## src/rtl/pc_rx_packet_stream.sv

```systemverilog
`default_nettype none
// ============================================================================
// Module   : pc_rx_packet_stream
// Purpose  : PC-side UART receive path. Holds a 2FF-synchronised 8N1 UART
//            receiver, a byte-framed packet decoder (SYNC, CMD, LEN_HI,
//            LEN_LO, LEN*WORD_BYTES payload bytes), an N-byte word assembler
//            and a show-ahead payload FIFO. It also provides inter-byte
//            timeout resync, counting of framing errors, overflow flagging
//            and variable-length packets.
// Ports    : i_clock, i_reset_n (async, active low), i_rx_serial (async line),
//            i_read_next (pop head), i_clear_errors (clear sticky errors);
//            o_packet_cmd, o_packet_start/done/abort, o_reset_req (pulses),
//            o_fifo_word/o_fifo_empty/o_fifo_count (FIFO head and status),
//            o_overflow (sticky), o_frame_err_cnt (saturating).
// Config   : define PC_RX_PARITY_EN for a 9th even-parity bit before stop.
// Revision : 1.0 - initial release
// ============================================================================
module pc_rx_packet_stream #(
   parameter int          CLKS_PER_BIT = 435,
   parameter int          WORD_BYTES   = 4,
   parameter int          FIFO_DEPTH   = 16,
   parameter int          TIMEOUT_BITS = 32,
   parameter logic [7:0]  SYNC_BYTE    = 8'hA5
) (
   input  logic                          i_clock,
   input  logic                          i_reset_n,
   input  logic                          i_rx_serial,
   input  logic                          i_read_next,
   input  logic                          i_clear_errors,
   output logic [7:0]                    o_packet_cmd,
   output logic                          o_packet_start,
   output logic                          o_packet_done,
   output logic                          o_packet_abort,
   output logic                          o_reset_req,
   output logic [8*WORD_BYTES-1:0]       o_fifo_word,
   output logic                          o_fifo_empty,
   output logic [$clog2(FIFO_DEPTH):0]   o_fifo_count,
   output logic                          o_overflow,
   output logic [7:0]                    o_frame_err_cnt
);
   localparam int              CW        = $clog2(CLKS_PER_BIT);
   localparam logic [CW-1:0]   BIT_LAST  = CW'(CLKS_PER_BIT - 1);
   localparam logic [CW-1:0]   HALF_LAST = CW'(CLKS_PER_BIT / 2 - 1);
   localparam int              TO_LIMIT  = TIMEOUT_BITS * CLKS_PER_BIT;
   localparam int              TW        = $clog2(TO_LIMIT) + 1;
   localparam logic [TW-1:0]   TO_LAST   = TW'(TO_LIMIT - 1);
   localparam int              WORD_W    = 8 * WORD_BYTES;
   localparam int              BCW       = $clog2(WORD_BYTES) + 1;
   localparam logic [BCW-1:0]  BYTE_LAST = BCW'(WORD_BYTES - 1);
   localparam int              AW        = $clog2(FIFO_DEPTH);
   localparam int              CNTW      = AW + 1;
   localparam logic [CNTW-1:0] FIFO_FULL = CNTW'(FIFO_DEPTH);

   // ------------------------------------------------------------ UART receiver
   typedef enum logic [2:0] {RX_IDLE, RX_START, RX_DATA, RX_PARITY, RX_STOP, RX_WAIT} rx_state_t;

   rx_state_t      rx_state_q, rx_state_d;
   logic           rx_meta_q, rx_sync_q;
   logic [CW-1:0]  bit_cnt_q, bit_cnt_d;
   logic [2:0]     bit_idx_q, bit_idx_d;
   logic [7:0]     shift_q, shift_d;
   logic [7:0]     byte_q, byte_d;
   logic           byte_valid_q, byte_valid_d;
   logic           frame_err_q, frame_err_d;
`ifdef PC_RX_PARITY_EN
   logic           par_q, par_d;
`endif

   always_comb begin
      rx_state_d   = rx_state_q;
      bit_cnt_d    = bit_cnt_q;
      bit_idx_d    = bit_idx_q;
      shift_d      = shift_q;
      byte_d       = byte_q;
      byte_valid_d = 1'b0;
      frame_err_d  = 1'b0;
`ifdef PC_RX_PARITY_EN
      par_d        = par_q;
`endif
      case (rx_state_q)
         RX_IDLE: if (!rx_sync_q) begin
            rx_state_d = RX_START;
            bit_cnt_d  = '0;
         end
         RX_START: if (bit_cnt_q == HALF_LAST) begin
            // Line back high at mid start bit means a glitch, not a frame.
            bit_cnt_d  = '0;
            bit_idx_d  = '0;
            rx_state_d = rx_sync_q ? RX_IDLE : RX_DATA;
         end else bit_cnt_d = bit_cnt_q + 1'b1;
         RX_DATA: if (bit_cnt_q == BIT_LAST) begin
            bit_cnt_d = '0;
            shift_d   = {rx_sync_q, shift_q[7:1]};
            bit_idx_d = bit_idx_q + 1'b1;
            if (bit_idx_q == 3'd7) begin
`ifdef PC_RX_PARITY_EN
               rx_state_d = RX_PARITY;
`else
               rx_state_d = RX_STOP;
`endif
            end
         end else bit_cnt_d = bit_cnt_q + 1'b1;
`ifdef PC_RX_PARITY_EN
         RX_PARITY: if (bit_cnt_q == BIT_LAST) begin
            bit_cnt_d  = '0;
            par_d      = rx_sync_q;
            rx_state_d = RX_STOP;
         end else bit_cnt_d = bit_cnt_q + 1'b1;
`endif
         RX_STOP: if (bit_cnt_q == BIT_LAST) begin
            bit_cnt_d = '0;
            if (!rx_sync_q) begin
               // Bad stop: count it and wait for an idle line before re-arming.
               frame_err_d = 1'b1;
               rx_state_d  = RX_WAIT;
            end else begin
               rx_state_d = RX_IDLE;
`ifdef PC_RX_PARITY_EN
               if ((^shift_q) == par_q) begin
                  byte_d       = shift_q;
                  byte_valid_d = 1'b1;
               end else frame_err_d = 1'b1;
`else
               byte_d       = shift_q;
               byte_valid_d = 1'b1;
`endif
            end
         end else bit_cnt_d = bit_cnt_q + 1'b1;
         RX_WAIT: if (rx_sync_q) rx_state_d = RX_IDLE;
         default: rx_state_d = RX_IDLE;
      endcase
   end

   // ----------------------------------------------------------- packet decoder
   typedef enum logic [2:0] {P_IDLE, P_CMD, P_LEN_HI, P_LEN_LO, P_PAYLOAD, P_DONE} pkt_state_t;

   pkt_state_t        pkt_state_q, pkt_state_d;
   logic [7:0]        cmd_q, cmd_d;
   logic [15:0]       len_q, len_d;
   logic [15:0]       word_cnt_q, word_cnt_d;
   logic [BCW-1:0]    byte_cnt_q, byte_cnt_d;
   logic [WORD_W-1:0] word_sr_q, word_sr_d;
   logic [TW-1:0]     to_cnt_q, to_cnt_d;
   logic              start_q, start_d, done_q, done_d, abort_q, abort_d, rreq_q, rreq_d;
   logic              w_timeout, w_push;
   logic [WORD_W-1:0] w_push_word;

   always_comb begin
      pkt_state_d = pkt_state_q;
      cmd_d       = cmd_q;
      len_d       = len_q;
      word_cnt_d  = word_cnt_q;
      byte_cnt_d  = byte_cnt_q;
      word_sr_d   = word_sr_q;
      start_d     = 1'b0;
      done_d      = 1'b0;
      abort_d     = 1'b0;
      rreq_d      = 1'b0;
      w_push      = 1'b0;
      // Earlier bytes sit in the upper lanes: first byte ends up as MS byte.
      w_push_word = WORD_W'({word_sr_q, byte_q});
      to_cnt_d    = (pkt_state_q == P_IDLE || byte_valid_q) ? '0 : to_cnt_q + 1'b1;
      w_timeout   = (pkt_state_q != P_IDLE) && (to_cnt_q == TO_LAST);

      if (pkt_state_q != P_IDLE && (w_timeout || frame_err_q)) begin
         abort_d     = 1'b1;
         pkt_state_d = P_IDLE;
      end else begin
         case (pkt_state_q)
            P_IDLE:   if (byte_valid_q && byte_q == SYNC_BYTE) pkt_state_d = P_CMD;
            P_CMD:    if (byte_valid_q) begin
               cmd_d       = byte_q;
               start_d     = 1'b1;
               pkt_state_d = P_LEN_HI;
            end
            P_LEN_HI: if (byte_valid_q) begin
               len_d       = {byte_q, len_q[7:0]};
               pkt_state_d = P_LEN_LO;
            end
            P_LEN_LO: if (byte_valid_q) begin
               len_d      = {len_q[15:8], byte_q};
               word_cnt_d = '0;
               byte_cnt_d = '0;
               if ({len_q[15:8], byte_q} == 16'd0) begin
                  done_d      = 1'b1;
                  rreq_d      = (cmd_q == 8'hFF);
                  pkt_state_d = P_DONE;
               end else pkt_state_d = P_PAYLOAD;
            end
            P_PAYLOAD: if (byte_valid_q) begin
               if (byte_cnt_q == BYTE_LAST) begin
                  w_push     = 1'b1;
                  byte_cnt_d = '0;
                  if (word_cnt_q == len_q - 16'd1) begin
                     done_d      = 1'b1;
                     rreq_d      = (cmd_q == 8'hFF);
                     pkt_state_d = P_DONE;
                  end else word_cnt_d = word_cnt_q + 16'd1;
               end else begin
                  word_sr_d  = w_push_word;
                  byte_cnt_d = byte_cnt_q + 1'b1;
               end
            end
            P_DONE:   pkt_state_d = P_IDLE;
            default:  pkt_state_d = P_IDLE;
         endcase
      end
   end

   // --------------------------------------------------------------- word FIFO
   logic [WORD_W-1:0] mem_q [FIFO_DEPTH];
   logic [AW-1:0]     wr_ptr_q, wr_ptr_d, rd_ptr_q, rd_ptr_d;
   logic [CNTW-1:0]   count_q, count_d;
   logic              ovf_q, ovf_d;
   logic [7:0]        err_q, err_d;
   logic              w_pop, w_wr;

   always_comb begin
      // A pop in the same cycle frees the slot, so a full FIFO still accepts.
      w_pop    = i_read_next && (count_q != '0);
      w_wr     = w_push && ((count_q != FIFO_FULL) || w_pop);
      wr_ptr_d = w_wr  ? wr_ptr_q + 1'b1 : wr_ptr_q;
      rd_ptr_d = w_pop ? rd_ptr_q + 1'b1 : rd_ptr_q;
      count_d  = count_q;
      if (w_wr && !w_pop)      count_d = count_q + 1'b1;
      else if (!w_wr && w_pop) count_d = count_q - 1'b1;
      ovf_d = i_clear_errors ? 1'b0 : (ovf_q | (w_push & ~w_wr));
      err_d = err_q;
      if (i_clear_errors)                     err_d = '0;
      else if (frame_err_q && err_q != 8'hFF) err_d = err_q + 8'd1;
   end

   always_ff @(posedge i_clock) begin
      if (w_wr) mem_q[wr_ptr_q] <= w_push_word;
   end

   // -------------------------------------------------------------- registers
   always_ff @(posedge i_clock or negedge i_reset_n) begin
      if (!i_reset_n) begin
         rx_meta_q    <= 1'b1;
         rx_sync_q    <= 1'b1;
         rx_state_q   <= RX_IDLE;
         bit_cnt_q    <= '0;
         bit_idx_q    <= '0;
         shift_q      <= '0;
         byte_q       <= '0;
         byte_valid_q <= 1'b0;
         frame_err_q  <= 1'b0;
`ifdef PC_RX_PARITY_EN
         par_q        <= 1'b0;
`endif
         pkt_state_q  <= P_IDLE;
         cmd_q        <= '0;
         len_q        <= '0;
         word_cnt_q   <= '0;
         byte_cnt_q   <= '0;
         word_sr_q    <= '0;
         to_cnt_q     <= '0;
         start_q      <= 1'b0;
         done_q       <= 1'b0;
         abort_q      <= 1'b0;
         rreq_q       <= 1'b0;
         wr_ptr_q     <= '0;
         rd_ptr_q     <= '0;
         count_q      <= '0;
         ovf_q        <= 1'b0;
         err_q        <= '0;
      end else begin
         rx_meta_q    <= i_rx_serial;
         rx_sync_q    <= rx_meta_q;
         rx_state_q   <= rx_state_d;
         bit_cnt_q    <= bit_cnt_d;
         bit_idx_q    <= bit_idx_d;
         shift_q      <= shift_d;
         byte_q       <= byte_d;
         byte_valid_q <= byte_valid_d;
         frame_err_q  <= frame_err_d;
`ifdef PC_RX_PARITY_EN
         par_q        <= par_d;
`endif
         pkt_state_q  <= pkt_state_d;
         cmd_q        <= cmd_d;
         len_q        <= len_d;
         word_cnt_q   <= word_cnt_d;
         byte_cnt_q   <= byte_cnt_d;
         word_sr_q    <= word_sr_d;
         to_cnt_q     <= to_cnt_d;
         start_q      <= start_d;
         done_q       <= done_d;
         abort_q      <= abort_d;
         rreq_q       <= rreq_d;
         wr_ptr_q     <= wr_ptr_d;
         rd_ptr_q     <= rd_ptr_d;
         count_q      <= count_d;
         ovf_q        <= ovf_d;
         err_q        <= err_d;
      end
   end

   assign o_packet_cmd    = cmd_q;
   assign o_packet_start  = start_q;
   assign o_packet_done   = done_q;
   assign o_packet_abort  = abort_q;
   assign o_reset_req     = rreq_q;
   assign o_fifo_empty    = (count_q == '0);
   assign o_fifo_word     = o_fifo_empty ? '0 : mem_q[rd_ptr_q];
   assign o_fifo_count    = count_q;
   assign o_overflow      = ovf_q;
   assign o_frame_err_cnt = err_q;

endmodule
`default_nettype wire
```

## config.mk

```make
export PLATFORM = sky130hd
export DESIGN_NAME = pc_rx_packet_stream
export DESIGN_NICKNAME = d
export VERILOG_FILES = /design/src/rtl/pc_rx_packet_stream.sv
export SDC_FILE = /design/constraint.sdc
export NUM_CORES = 1
export LEC_CHECK = 0
export BUFFER_PORTS_ARGS = -buffer_cell sky130_fd_sc_hd__buf_2
export CAP_MARGIN = 20
export CORE_MARGIN = 1
export CORE_UTILIZATION = 23
export DETAILED_ROUTE_END_ITERATION = 10
export SYNTH_ARGS = -nofsm -noshare
export SYNTH_HDL_FRONTEND = slang
export SYNTH_SLANG_ARGS = --single-unit
```

## constraint.sdc

```tcl
create_clock -name i_clock -period 8.8 [get_ports i_clock]
set_input_delay 0.44 -clock i_clock [delete_from_list [all_inputs] [get_ports i_clock]]
set_output_delay 0.44 -clock i_clock [all_outputs]
set_load 0.05 [all_outputs]
```

# == After elaboration in Yosys (flattened, before gate mapping) ==
# Memory sizes are Yosys's and may differ from the RTL's.
# Index checks and enable logic that the tools add are counted.
# classes
n_addsub,11
multipliers,0
div_mod_pow,0
order_cmp,0
eq_ne,35
shifts,0
mux,75
bitwise_logic,7
reduce_logical,37
# op_table
cell,count
16-bit two-way mux,5
16-bit one-hot mux with 2 select lines,2
3-bit two-way mux,20
32-bit two-way mux,1
1-bit two-way mux,30
3-bit one-hot mux with 5 select lines,2
9-bit two-way mux,3
9-bit one-hot mux with 3 select lines,1
8-bit two-way mux,3
"2-bit inequality test, second input constant",10
"3-bit inequality test, second input constant",6
"16-bit by 1-bit adder with 16-bit output, second input constant",1
16-bit equality test,1
"8-bit equality test, second input constant",2
16-bit logical NOT,1
4-bit AND reduction,4
"16-bit by 1-bit subtractor with 16-bit output, second input constant",1
"15-bit by 1-bit adder with 15-bit output, second input constant",1
"15-bit by 14-bit equality test with 1-bit output, second input constant",1
15-bit two-way mux,1
"3-bit by 2-bit equality test with 1-bit output, second input constant",4
"3-bit equality test, second input constant",4
3-bit one-hot mux with 2 select lines,2
6-bit AND reduction,2
other kinds (30),57
# word_totals
ff_bits,146
latch_bits,0
ram_bits,512
mem_bits_ro,0
input_bits,5
word_cells,192
memories,1
# mem_list
name,depth,word_bits,read_ports,rd_clocked_by_memory_dff,write_ports,line,rtl
mem_q,16,32,1,0,1,211,logic [WORD_W-1:0] mem_q [FIFO_DEPTH];

# == Longest topological paths before layout ==
# Gate-level depths: netlist (run 1).
# depth
depth_word,10
ltp_mapped,15

# == Worst setup path after synthesis (run 1) ==
# No wires, ideal clock.
# synth_path
kind,register to register
start,register to_cnt_q[0]
end,memory mem_q[3][0] in the netlist's numbering (enable)
arrival_ns,4.565
t_required_ns,8.339
path_slack_ns,3.774
path_stages_with_launch,10
cell_sequence,dfrtp_1 > ha_1 > and4_1 > a41oi_1 > o21ai_1 > nor2_1 > nand2_1 > nor2_1 > nand2_1 > nor3_1
# synth_via
elab_chain_cells,8
# synth_rtl
item,line,rtl
from (decl),143,"logic [TW-1:0] to_cnt_q, to_cnt_d;"
from (signal assigned),287,to_cnt_q <= to_cnt_d;
15-bit by 14-bit equality test with 1-bit output,163,w_timeout = (pkt_state_q != P_IDLE) && (to_cnt_q == TO_LAST);
1-bit logical AND,163,
1-bit logical OR,165,if (pkt_state_q != P_IDLE && (w_timeout || frame_err_q)) begin
1-bit logical AND,165,
1-bit two-way mux,165,
1-bit logical AND,221,w_wr = w_push && ((count_q != FIFO_FULL) || w_pop);
named net w_wr,216,"logic w_pop, w_wr;"
1-bit two-way mux,234,if (w_wr) mem_q[wr_ptr_q] <= w_push_word;
1-bit two-way mux (implied by the code),234,
to (decl),211,
# The timed path passes the listed nets, and every way through them passes these cells.

# == Worst setup path after layout (run 1) ==
# layout_path
start,register rd_ptr_q[1]
end,output o_fifo_word[25]
# layout_via
elab_chain_cells,2
# layout_rtl
item,line,rtl
from (decl),212,"logic [AW-1:0] wr_ptr_q, wr_ptr_d, rd_ptr_q, rd_ptr_d;"
from (signal assigned),293,rd_ptr_q <= rd_ptr_d;
memory 16 x 32 bit,--,
32-bit two-way mux,306,assign o_fifo_word = o_fifo_empty ? '0 : mem_q[rd_ptr_q];
to (decl),35,"output logic [8*WORD_BYTES-1:0] o_fifo_word,"
# Every way passes these cells.

==> results of run 1 <==
how the worst max path moves through the flow:
stage	from	to	slack (ns)	cells after the start
after global routing	to_cnt_q[0]	mem_q[0][24]	3.95	11
after floorplan	to_cnt_q[0]	mem_q[3][0]	3.77	9
after CTS	to_cnt_q[0]	mem_q[0][30]	3.74	10
final	rd_ptr_q[1]	o_fifo_word[25]	4.13	6
after global placement	to_cnt_q[0]	mem_q[0][25]	3.88	10
after detailed placement	to_cnt_q[0]	mem_q[0][31]	3.74	10
kinds of logic (layout without fill, tap and decap cells):
| logic type | after synthesis | after routing | share of synthesized area [%] |
|---|---|---|---|
| flip-flops | 658 | 658 | 71.2 |
| AND/OR/NAND/NOR | 327 | 327 | 6.42 |
| multiplexers | 212 | 212 | 15.7 |
| AO/OA/AOI/OAI | 113 | 113 | 2.76 |
| buffers and inverters | 88 | 227 | 1.34 |
| XOR/XNOR | 52 | 52 | 1.70 |
| adder cells (fa/ha/maj) | 20 | 20 | 0.964 |
power by group through the flow:
stage	registers (mW)	logic, mW	clock network (mW)
2_1_floorplan	3.46	0.663	0
3_3_place_gp	3.54	0.813	0
3_5_place_dp	3.54	0.819	0
4_1_cts	3.48	0.821	2.74
5_1_grt	3.48	0.858	2.86
6_report	3.47	0.791	2.67
stage by stage:
stage | util, % | cells
floorplan | - | 1470
global placement | 25.2 | 2993
detailed placement | 25.5 | 3005
CTS | 27.3 | 3119
global route | 27.3 | 3121
finish | 27.3 | 3121
sequential cells by signal, summed over array words and instances, names as in the netlist, 3 cells and up:
| signal | count |
|---|---|
| o_packet_cmd | 8 |
| to_cnt_q | 15 |
| bit_cnt_q | 9 |
| rd_ptr_q | 4 |
| o_fifo_count | 5 |
| rx_state_q | 3 |
| byte_cnt_q | 3 |
| byte_q | 8 |
| mem_q | 512 |
| o_frame_err_cnt | 8 |
| shift_q | 8 |
| len_q | 16 |
| pkt_state_q | 3 |
| word_cnt_q | 16 |
| word_sr_q | 24 |
| bit_idx_q | 3 |
| wr_ptr_q | 4 |
worst max-delay path, cell delays in order, from the launching register on:
cell     delay [ns]
dfrtp_4        0.72
buf_4          0.71
buf_4          0.77
mux4_2         0.44
mux4_2         0.50
nor2b_1        0.15
buf_2          0.21
timing repair:
item                                   in CTS  in global routing
hold buffers                                2                  0
endpoints found under the hold margin      86                  0
buffers inserted                            0                  0
layout by cell type (no fill, tap or decap), types with 12 or more instances in the layout:
| master | Yosys | final |
|---|---|---|
| nand4_1 | 15 | 15 |
| xnor2_1 | 30 | 30 |
| clkbuf_16 | 0 | 60 |
| o21ai_0 | 43 | 43 |
| edfxtp_1 | 512 | 512 |
| buf_2 | 3 | 62 |
| buf_16 | 0 | 13 |
| mux4_2 | 160 | 160 |
| nand3_1 | 25 | 25 |
| xor2_1 | 22 | 22 |
| inv_1 | 20 | 20 |
| dfrtp_1 | 144 | 140 |
| buf_4 | 0 | 15 |
| nand2_1 | 92 | 92 |
| ha_1 | 19 | 19 |
| nor2_1 | 66 | 53 |
| nor3_1 | 17 | 12 |
| clkbuf_8 | 0 | 18 |
| nor2_4 | 0 | 13 |
| nor2b_1 | 38 | 38 |
| mux2_2 | 49 | 49 |
| and3_1 | 12 | 12 |
| a21oi_1 | 17 | 17 |
area by class of cell:
class                      count  share of cell area (%)
sequential                   658                    60.7
multi-input combinational    724                    23.8
tap                         1512                    6.03
clock buffer                  87                    5.72
timing repair buffer          95                    2.69
clock inverter                25                   0.857
inverter                      20                   0.239
metal layers:
metal	vias to the layer above	global-route usage [%]	part of all wire [%]
met2	320	16.2	48
met5	-	0	0
met4	0	2.13	1.5
li1	5996	-	-
met3	68	1.79	5.5
met1	7203	13.4	45
==> flow_metrics.env, run 1 <==
export IMPL_clkPwrFrac_pct=38.5
export IMPL_reg2reg_from="to_cnt_q[0]"
export IMPL_worstPathArrival_ns=4.23
export IMPL_relSlewSlack_pct=34.2
export IMPL_p_switching_mw=1.73
export IMPL_rsz0062_at_grt="false"
export IMPL_path_max_fanout=54
export IMPL_holdWs_ns=0.134
export IMPL_clockBufferDepth=3
export IMPL_cp_data_required_time_ns=8.36
export IMPL_grt_pass1_wl_um=88800
export IMPL_worst_slew_pin_transition_ns=0.986
export IMPL_htree_levels=2
export IMPL_ys_types=70
export IMPL_swShare_pct=25.0
export IMPL_hpwl_um=36900
export IMPL_postSynthAreaPerCell_sq_um=18.2
export IMPL_boundaryPins=64
export IMPL_finalWirelength_um=57800
export IMPL_port_buffers=63
export IMPL_overflow=0
export IMPL_die_area_sq_mm=0.118
export IMPL_min_to="rd_ptr_q[2]"
export IMPL_fin_crit_sh_pct=53.1
export IMPL_grt_pass1_vias=14300
export IMPL_area_growth_syn_to_layout_pct=17.4
export IMPL_postRouteAntennaNets=0
export IMPL_firstDrtPassIters=5
export IMPL_drtIter0Drc=1126
export IMPL_reg2reg_slack_ns=4.29
export IMPL_finalPower_mw=6.93
export IMPL_async_reset_ff_share_pct=22.2
export IMPL_cts_made_buffers=59
export IMPL_num_vias=13600
export IMPL_ys_seq_elements=658
export IMPL_nFillCells=11400
export IMPL_yosys_area_top_type="edfxtp_1"
export IMPL_viasPerCell=4.35
export IMPL_fmax_mhz=214
export IMPL_wl_per_cell_um=18.5
export IMPL_worstRegToRegCells=11
export IMPL_cap_viol_max_count=0
export IMPL_clockRootBuffer="clkbuf_16"
export IMPL_antenna_found_initial=0
export IMPL_gp_congestion=0.770
export IMPL_syn_nets=1495
export IMPL_synth_top_area_share_pct=57.5
export IMPL_yosysMostFrequentCell="edfxtp_1"
export IMPL_synthCells=1470
export IMPL_path_clk_slew_ns=0.07
export IMPL_grt_max_degree=109
export IMPL_combPwrFrac_pct=11.4
export IMPL_drc_errors=0
export IMPL_path_class="flop to output pin"
export IMPL_power_frac_seq_pct=50.1
export IMPL_layout_drive_gt1_share_pct=28.1
export IMPL_ys_seq_area_share_pct=71.2
export IMPL_antennaDiodeCount=0
export IMPL_regToRegEndpoint="mem_q[0][23]"
export IMPL_critPathCaptureType="output pin"
export IMPL_initial_core_util_pct=23.3
export IMPL_hp_class="primary input to flop"
export IMPL_tritoncts="built"
export IMPL_min_period_ns=4.67
export IMPL_grt_use_total_pct=9.82
export IMPL_place_ws_ns=3.74
export IMPL_startpoint_type="flop"
export IMPL_power_density_mw_per_mm2=221
export IMPL_fin_ws_ns=4.13
export IMPL_fin_area_sq_mm=0.0314
export IMPL_clkLatencyLatePin_ns=0.64
export IMPL_synth_edf_count=512
export IMPL_layout_nets=1583
export IMPL_place_area_sq_mm=0.0293
export IMPL_fp_row_count=124
export IMPL_ys_flop_type="edfxtp_1"
export IMPL_cts_sinks=658
export IMPL_ys_warnings_count=0
export IMPL_status="finished, final reports clean"
export IMPL_cts_resized=0
export IMPL_setup_violations=0
export IMPL_seq_area_sq_mm=0.0190
export IMPL_yosys_top_cells_count="edfxtp_1 (512), mux4_2 (160), dfrtp_1 (144)"
export IMPL_hp_start="i_read_next"
export IMPL_internal_power_mw=5.20
export IMPL_syn_area_sq_mm=0.0267
export IMPL_finClkSkew_ns=0.0220
export IMPL_irDropWorstVdd_uv=132
export IMPL_worstHoldPathCells=3
export IMPL_synthTopCellsByArea="edfxtp_1 (57%), dfrtp_1 (13%), mux4_2 (13%), mux2_2 (2.1%), nand2_1 (1.3%)"
export IMPL_coreArea_sq_mm=0.115
export IMPL_die_x_um=343
export IMPL_drv_slew=0
export IMPL_fin_tns_setup_ns=0
export IMPL_timing_hold_violations_final=0
export IMPL_p_leak_nw=12.1
export IMPL_die_y_um=343
export IMPL_multi_input_area_sq_mm=0.00747
Power figures use the tool's default switching activity.
==> inputs of run 2 (changes only) <==
Clock period 8.8 ns to 4.1 ns, I/O delays scaled along.
==> run 2 against run 1 <==
Clock power grew 120%. Final cell count grew 0.64%. Sequential power grew 120%. Critical path depth shrank 1. Global-route usage grew 0.36 points. Combinational power grew 130%. Register-to-register slack lost 3.7 ns.
==> flow_metrics.env, run 2 (same netlist as run 1, synthesis figures left out) <==
export IMPL_top_layer="met4"
export IMPL_worst_slew_pin_transition_ns=0.995
export IMPL_grt_pass1_wl_um=91600
export IMPL_routed_wl_met2_um=29300
export IMPL_cp_data_required_time_ns=3.89
export IMPL_wl_per_cell_um=19.0
export IMPL_htree_levels=2
export IMPL_overflow=0
export IMPL_finClkSkew_ns=0.0340
export IMPL_layout_drive_gt1_share_pct=28.6
export IMPL_nFillCells=11400
export IMPL_grt_max_degree=100
export IMPL_irDropWorstVdd_uv=441
export IMPL_clockRootBuffer="clkbuf_16"
export IMPL_reg2reg_slack_ns=0.61
export IMPL_die_x_um=343
export IMPL_boundaryPins=64
export IMPL_startpoint_type="flop"
export IMPL_hp_class="primary input to flop"
export IMPL_path_clk_slew_ns=0.07
export IMPL_coreArea_sq_mm=0.115
export IMPL_drtIter0Drc=1067
export IMPL_fp_row_count=124
export IMPL_die_area_sq_mm=0.118
export IMPL_tritoncts="built"
export IMPL_largest_register="mem_q"
export IMPL_rsz0062_at_grt="false"
export IMPL_firstDrtPassIters=5
export IMPL_gp_congestion=0.783
export IMPL_met3WireLength_um=3110
export IMPL_viasPerCell=4.42
export IMPL_grt_use_total_pct=10.2
export IMPL_finalPower_mw=15.2
export IMPL_grt_pass1_vias=14600
export IMPL_path_class="flop to output pin"
export IMPL_clkLatencyLatePin_ns=0.65
export IMPL_fmax_mhz=282
export IMPL_path_max_fanout=29
export IMPL_status="finished, final reports clean"
export IMPL_min_period_ns=3.55
export IMPL_area_growth_syn_to_layout_pct=18.0
export IMPL_cts_resized=0
export IMPL_cts_made_buffers=61
export IMPL_finalWirelength_um=59800
export IMPL_cap_viol_max_count=0
export IMPL_hpwl_um=36200
export IMPL_layout_common_cells="edfxtp_1 (512), mux4_2 (160), dfrtp_1 (140), nand2_1 (92), clkbuf_16 (64)"
export IMPL_fin_crit_sh_pct=86.6
export IMPL_final_common_cell="edfxtp_1"
export IMPL_postLayoutCoreUtil_pct=27.5
export IMPL_initial_core_util_pct=23.3
export IMPL_setup_violations=0
export IMPL_num_vias=13900
export IMPL_clockBufferDepth=3
export IMPL_port_buffers=63
export IMPL_drv_slew=0
export IMPL_drc_errors=0
export IMPL_top_regs="mem_q x512, word_sr_q x24"
export IMPL_p_leak_nw=12.2
export IMPL_critPathCaptureType="output pin"
export IMPL_largest_reg_flops=512
export IMPL_cts_sinks=658
export IMPL_layout_nets=1599
export IMPL_postRouteAntennaNets=0
export IMPL_relSlewSlack_pct=33.7
export IMPL_timing_hold_violations_final=0
export IMPL_wl_met1_um=26400
export IMPL_power_density_mw_per_mm2=482
export IMPL_worstPathArrival_ns=3.35
export IMPL_die_y_um=343
export IMPL_antenna_found_initial=4
==> run 2: final cells by class <==
cell class | count | area [sq um] | share of cell area (%)
Antenna cell | 2 | 5.00 | 0.0159
Sequential cell | 658 | 19000 | 60.3
Clock buffer | 81 | 1790 | 5.66
Inverter | 20 | 75.1 | 0.238
Multi-Input combinational cell | 724 | 7500 | 23.8
Tap cell | 1512 | 1890 | 5.99
Timing Repair Buffer | 109 | 902 | 2.86
Clock inverter | 35 | 360 | 1.14
==> run 2: path summary, 6_finish.rpt <==
kind | startpoint | endpoint | cells after the start
worst min-delay path | i_rx_serial | rx_meta_q | 2
worst max register to register | to_cnt_q[0] | o_fifo_count[4] | 15
worst max-delay path | rd_ptr_q[0] | o_fifo_word[7] | 5
max in group asynchronous | i_reset_n | word_sr_q[2] | 3
min in group asynchronous | i_reset_n | o_packet_done | 2
worst min register to register | rx_meta_q | rx_sync_q | 0
==> run 2: report_power, final <==
| part | leakage (nW) | switching, mW | internal (mW) |
|---|---|---|---|
| combinational | 3.17 | 0.969 | 0.842 |
| clock | 1.05 | 2.56 | 3.35 |
| sequential | 7.95 | 0.326 | 7.16 |
| total | 12.2 | 3.85 | 11.4 |
==> run 2: worst max-delay path: stages, from the launching register on <==
cell and delay, ns:
dfrtp_4 0.76, buf_12 0.31, mux4_2 0.57, mux4_2 0.47
nor2b_1 0.24, buf_2 0.30
==> run 2: metal layers <==
metal  track usage [%]  vias up
met1              13.7     7402
li1                  -     6038
met3              1.73       76
met5                 0        -
met2              17.0      356
met4              2.31        0
==> run 2: stage by stage <==
stage                     hold slack [ns]  worst slack (ns)  cells  setup TNS (ns)  instance area [sq um]
after floorplan                   -0.0906           -0.0720   1470          -12.13                  26800
after global placement              0.311             0.587   3019               0                  29400
after detailed placement            0.315             0.620   3019               0                  29400
after CTS                           0.185             0.469   3139               0                  31600
after global routing                0.213             0.362   3139               0                  31600
final                               0.226             0.550   3141               0                  31600
==> run 2: repair_timing <==
item,4_1_cts,5_1_grt
buffers inserted,0,0
hold buffers,4,0
endpoints found under the hold margin,107,0
